===== config.mk =====
export PLATFORM = sky130hd
export DESIGN_NAME = pt_ring_link_tx
export DESIGN_NICKNAME = d
export VERILOG_FILES = /design/src/rtl/pt_ring_link_tx.sv
export SDC_FILE = /design/constraint.sdc
export NUM_CORES = 1
export LEC_CHECK = 0
export CORE_UTILIZATION = 41
export CTS_CLUSTER_SIZE = 24
export DETAILED_ROUTE_END_ITERATION = 8
export PLACE_DENSITY = 0.8
export SYNTH_ARGS = -nofsm -noshare
export SYNTH_HDL_FRONTEND = slang
export SYNTH_SLANG_ARGS = --single-unit

===== constraint.sdc =====
create_clock -name clk -period 3.1 [get_ports clk]
set_clock_uncertainty 0.15 [all_clocks]
set_input_delay 0.31 -clock clk [delete_from_list [all_inputs] [get_ports clk]]
set_output_delay 0.31 -clock clk [all_outputs]
set_load 0.02 [all_outputs]

===== src/rtl/pt_ring_link_tx.sv =====
// PtRing stop egress: pops flits from the local show-ahead FIFO onto the ring link under
// credit flow control, never splitting packets. Optional parity output: PT_RING_TX_PARITY_EN.
module pt_ring_link_tx #(
  parameter int WIDTH   = 8,
  parameter int CREDITS = 2,
  localparam int CW     = $clog2(CREDITS + 1)
) (
  input  logic             clk,
  input  logic             rst,
  input  logic             iTxEn,
  input  logic             iFifoEmpty,
  input  logic [WIDTH-1:0] iFifoRdDat,
  output logic             oFifoRdEn,
  output logic             oLinkVld,
  output logic [WIDTH-1:0] oLinkDat,
  input  logic             iLinkCrdRet,
  output logic [CW-1:0]    oCrdCnt,
  output logic             oBusy,
  output logic             oCrdErr
`ifdef PT_RING_TX_PARITY_EN
  ,
  output logic             oLinkPar
`endif
);

  // Handshake: a flit moves when the FIFO is non-empty (valid) and the link side is ready
  // (credit available and packet gating open); oFifoRdEn pops it on the same edge it is launched.
  typedef enum logic {IDLE = 1'b0, PKT = 1'b1} state_e;

  localparam logic [CW-1:0] CRD_MAX = CW'(CREDITS);

  state_e           state_q, state_d;
  logic [CW-1:0]    cnt_q, cnt_d;
  logic             vld_q, vld_d;
  logic [WIDTH-1:0] dat_q, dat_d;
  logic             err_q, err_d;
  logic             send;
  logic             tail;

  always_comb begin
    tail    = iFifoRdDat[WIDTH-1];
    send    = !iFifoEmpty && (cnt_q != '0) &&
              ((state_q == PKT) || ((state_q == IDLE) && iTxEn));
    state_d = state_q;
    vld_d   = send;
    dat_d   = send ? iFifoRdDat : dat_q;
    cnt_d   = cnt_q;
    err_d   = err_q;
    if (send) state_d = tail ? IDLE : PKT;
    // A return with no credit outstanding is a downstream protocol error; keep the count saturated.
    case ({send, iLinkCrdRet})
      2'b10:   cnt_d = cnt_q - 1'b1;
      2'b01: begin
        if (cnt_q == CRD_MAX) err_d = 1'b1;
        else                  cnt_d = cnt_q + 1'b1;
      end
      default: cnt_d = cnt_q;
    endcase
  end

`ifdef PT_RING_TX_PARITY_EN
  logic par_q, par_d;

  always_comb begin
    par_d = send ? ^iFifoRdDat : par_q;
  end

  always_ff @(posedge clk or negedge rst) begin
    if (!rst) par_q <= 1'b0;
    else      par_q <= par_d;
  end

  assign oLinkPar = par_q;
`endif

  always_ff @(posedge clk or negedge rst) begin
    if (!rst) begin
      state_q <= IDLE;
      cnt_q   <= CRD_MAX;
      vld_q   <= 1'b0;
      dat_q   <= '0;
      err_q   <= 1'b0;
    end else begin
      state_q <= state_d;
      cnt_q   <= cnt_d;
      vld_q   <= vld_d;
      dat_q   <= dat_d;
      err_q   <= err_d;
    end
  end

  // The pop strobe is combinational, so it must be gated by reset explicitly.
  assign oFifoRdEn = send && rst;
  assign oLinkVld  = vld_q;
  assign oLinkDat  = dat_q;
  assign oCrdCnt   = cnt_q;
  assign oBusy     = (state_q == PKT);
  assign oCrdErr   = err_q;

endmodule


==> flow_metrics.env <==
export IMPL_status="finished clean"
export IMPL_final_layout_size_suffix_gt1_share_pct=23.9
export IMPL_worstMarginPinSlew_ns=0.256
export IMPL_synth_area_leaders="dfrtp_1 (52%), mux2_4 (18%), dfstp_2 (4.5%)"
export IMPL_critPathMaxStageDelay_ns=0.60
export IMPL_drv_slew=0
export IMPL_synth_seq_cells=13
export IMPL_clock_sinks=13
export IMPL_rsz0062_at_grt="no"
export IMPL_clockBufferDepth=2
export IMPL_max_freq_mhz=439
export IMPL_syn_avg_cell_area_um2=14.2
export IMPL_vias=428
export IMPL_syn_cell_area_um2=581
export IMPL_grt_ovfl_total=0
export IMPL_cp_required_ns=2.64
export IMPL_wl_um=1100
export IMPL_drt_iter0_markers=12
export IMPL_synth_xor_area_share_pct=1.51
export IMPL_p_total_uw=909
export IMPL_hold_buffers=0
export IMPL_slew_limit_headroom_pct=82.9
export IMPL_row_count=13
export IMPL_netlist_instances=41
export IMPL_muxShareOfSynthArea_pct=23.5
export IMPL_antenna_found_initial=0
export IMPL_synth_fa_ha_area_share_pct=0
export IMPL_cp_start_kind="primary input"
export IMPL_async_reset_ff_share_pct=100
export IMPL_ant_nets=0
export IMPL_die_w_um=39.6
export IMPL_nets=85
export IMPL_synth_edf_count=0
export IMPL_synth_top_cell_area_share_pct=51.7
export IMPL_worst_path_most_repeated_cell="clkdlybuf4s50_1"
export IMPL_hold_class="in2async"
export IMPL_clockRootBuffer="clkbuf_4"
export IMPL_cts_tree="done"
export IMPL_gp_congestion=0.721
export IMPL_cts_htree_levels=1
export IMPL_diodes=0
export IMPL_yosysTopAreaCell="dfrtp_1"
export IMPL_clk_pin_slew_worst_paths_ns=0.08
export IMPL_port_buffers=26
export IMPL_die_h_um=39.6
export IMPL_synth_nets=54
export IMPL_grt_pass1_wl_um=1880
export IMPL_vias_per_cell=4.98
export IMPL_synth_cell_types=19
export IMPL_finalCritPeriodShare_pct=73.5
export IMPL_drc_errors=0
export IMPL_endpoint_kind="primary output"
export IMPL_power_leakage_nw=0.380
export IMPL_path_cells="clkdlybuf4s50_1 > o21bai_4 > nor2_2 > and2_1 > clkdlybuf4s50_1"
export IMPL_yosysWarnings=0
export IMPL_grt_max_degree=15
export IMPL_io_pins=27
export IMPL_cts_buffers=3
export IMPL_critPathArrivalTime_ns=1.82
export IMPL_start_util_pct=44.6
export IMPL_cp_max_fo=6
export IMPL_post_dp_hpwl_um=832
export IMPL_avgRoutedWirePerCell_um=12.8
export IMPL_whs_ns=0.181
export IMPL_period_needed_ns=2.28
export IMPL_yosysMostFrequentCell="dfrtp_1"
export IMPL_cts_resized=0
export IMPL_core_mm2=0.00130
export IMPL_insertion_delay_ns=0.27
export IMPL_ir_drop_uv=570
export IMPL_p_per_area_mw_per_mm2=1030
export IMPL_synth_common_cells="dfrtp_1 (12), mux2_4 (7)"
export IMPL_first_pass_iters=4
export IMPL_dieArea_mm2=0.00157
export IMPL_setup_viol=0
export IMPL_synth_ff_type="dfrtp_1"
export IMPL_finalHoldViolations=0
export IMPL_grt_usage_pct=18.2
export IMPL_slowest_stage="clkdlybuf4s50_1"
export IMPL_synth_seq_area_share_pct=56.3
export IMPL_cap_violations=0
export IMPL_criticalPathCategory="in2out"
export IMPL_synth_simple_area_share_pct=7.33
export IMPL_post_cts_buffers=0
export IMPL_fin_tns_setup_ns=0
export IMPL_synth_compound_area_share_pct=7.54
export IMPL_grt_pass1_vias=411
export IMPL_synth_top_family_by_area="multiplexers"
export IMPL_area_growth_synth_to_final_pct=52.8
sequential cells by signal (all words and copies together), names as in the netlist:
signal and count:
oLinkDat 8, oCrdCnt 2, oBusy 1, oCrdErr 1, oLinkVld 1
layout make-up:
class,count,area (µm²)
inverter,2,7.51
fill,113,414
sequential,13,327
clock inverter,1,5.00
clock buffer,3,22.5
tap,15,18.8
timing repair buffer,28,275
multi-input combinational,24,231
logic make-up (layout without fill, tap and decap cells):
| group | count (synthesis) | in the layout |
|---|---|---|
| simple gates | 8 | 8 |
| xor+xnor | 1 | 1 |
| buf+inv | 4 | 34 |
| mux | 10 | 10 |
| compound gates | 5 | 5 |
| flops | 13 | 13 |
critical path, delay by kind of cell:
family | cells | cell delay (ns)
simple gates | 2 | 0.25
buf+inv | 2 | 1.13
compound gates | 1 | 0.12
stage by stage:
stage / instances / area (µm²) / setup slack, ns / utilization, %
floorplan: 41 / 581 / 1.43 / -
global placement: 82 / 860 / 0.863 / 66.1
detailed placement: 82 / 860 / 0.846 / 66.1
CTS: 86 / 887 / 0.837 / 68.2
global route: 86 / 887 / 0.775 / 68.2
finish: 86 / 887 / 0.820 / 68.2
report_power, final:
| part | switching (mW) | internal [mW] | total [mW] |
|---|---|---|---|
| clock | 0.0546 | 0.0477 | 0.102 |
| sequential | 0.0687 | 0.257 | 0.326 |
| combinational | 0.208 | 0.273 | 0.481 |
| total | 0.332 | 0.578 | 0.909 |
path summary, 6_finish.rpt:
| kind | start | end | slack (ns) | cells past startpoint |
|---|---|---|---|---|
| worst max-delay path | iTxEn | oFifoRdEn | 0.82 | 5 |
| worst min register to register | oCrdErr | oCrdErr | 0.33 | 1 |
| worst min-delay path | rst | oBusy | 0.18 | 2 |
| worst max register to register | oCrdCnt[1] | oLinkDat[0] | 1.51 | 4 |
| min in group clk | oCrdErr | oCrdErr | 0.33 | 1 |
| max in group asynchronous | rst | oCrdCnt[1] | 2.39 | 2 |
placed cells by master, fill, tap and decap left out:
| cell | synthesis | routed |
|---|---|---|
| xnor2_1 | 1 | 1 |
| dfrtp_1 | 12 | 12 |
| mux2i_1 | 2 | 2 |
| dfstp_2 | 1 | 1 |
| nor2_2 | 1 | 1 |
| a22oi_1 | 1 | 1 |
| inv_1 | 2 | 2 |
| or3_1 | 1 | 1 |
| nand3_1 | 2 | 2 |
| and2_1 | 1 | 1 |
| clkinv_2 | 0 | 1 |
| buf_4 | 0 | 2 |
| nor3_1 | 2 | 2 |
| a21oi_1 | 2 | 2 |
| mux2_2 | 1 | 1 |
| nor2_1 | 1 | 1 |
| o21bai_4 | 1 | 1 |
| o21bai_1 | 1 | 1 |
| clkdlybuf4s50_1 | 0 | 26 |
| mux2_4 | 7 | 7 |
| clkbuf_4 | 0 | 3 |
metal layers:
| layer | up-vias | wire length, µm | global-route usage (%) | share of wire, % |
|---|---|---|---|---|
| met5 | - | 0 | 0 | 0 |
| met4 | 0 | 0 | 2.59 | 0 |
| met3 | 0 | 58 | 6.82 | 5.3 |
| met2 | 19 | 568 | 28.3 | 52 |
| met1 | 208 | 475 | 24.5 | 43 |
| li1 | 201 | - | - | - |
(Power assumes the default switching activity.)
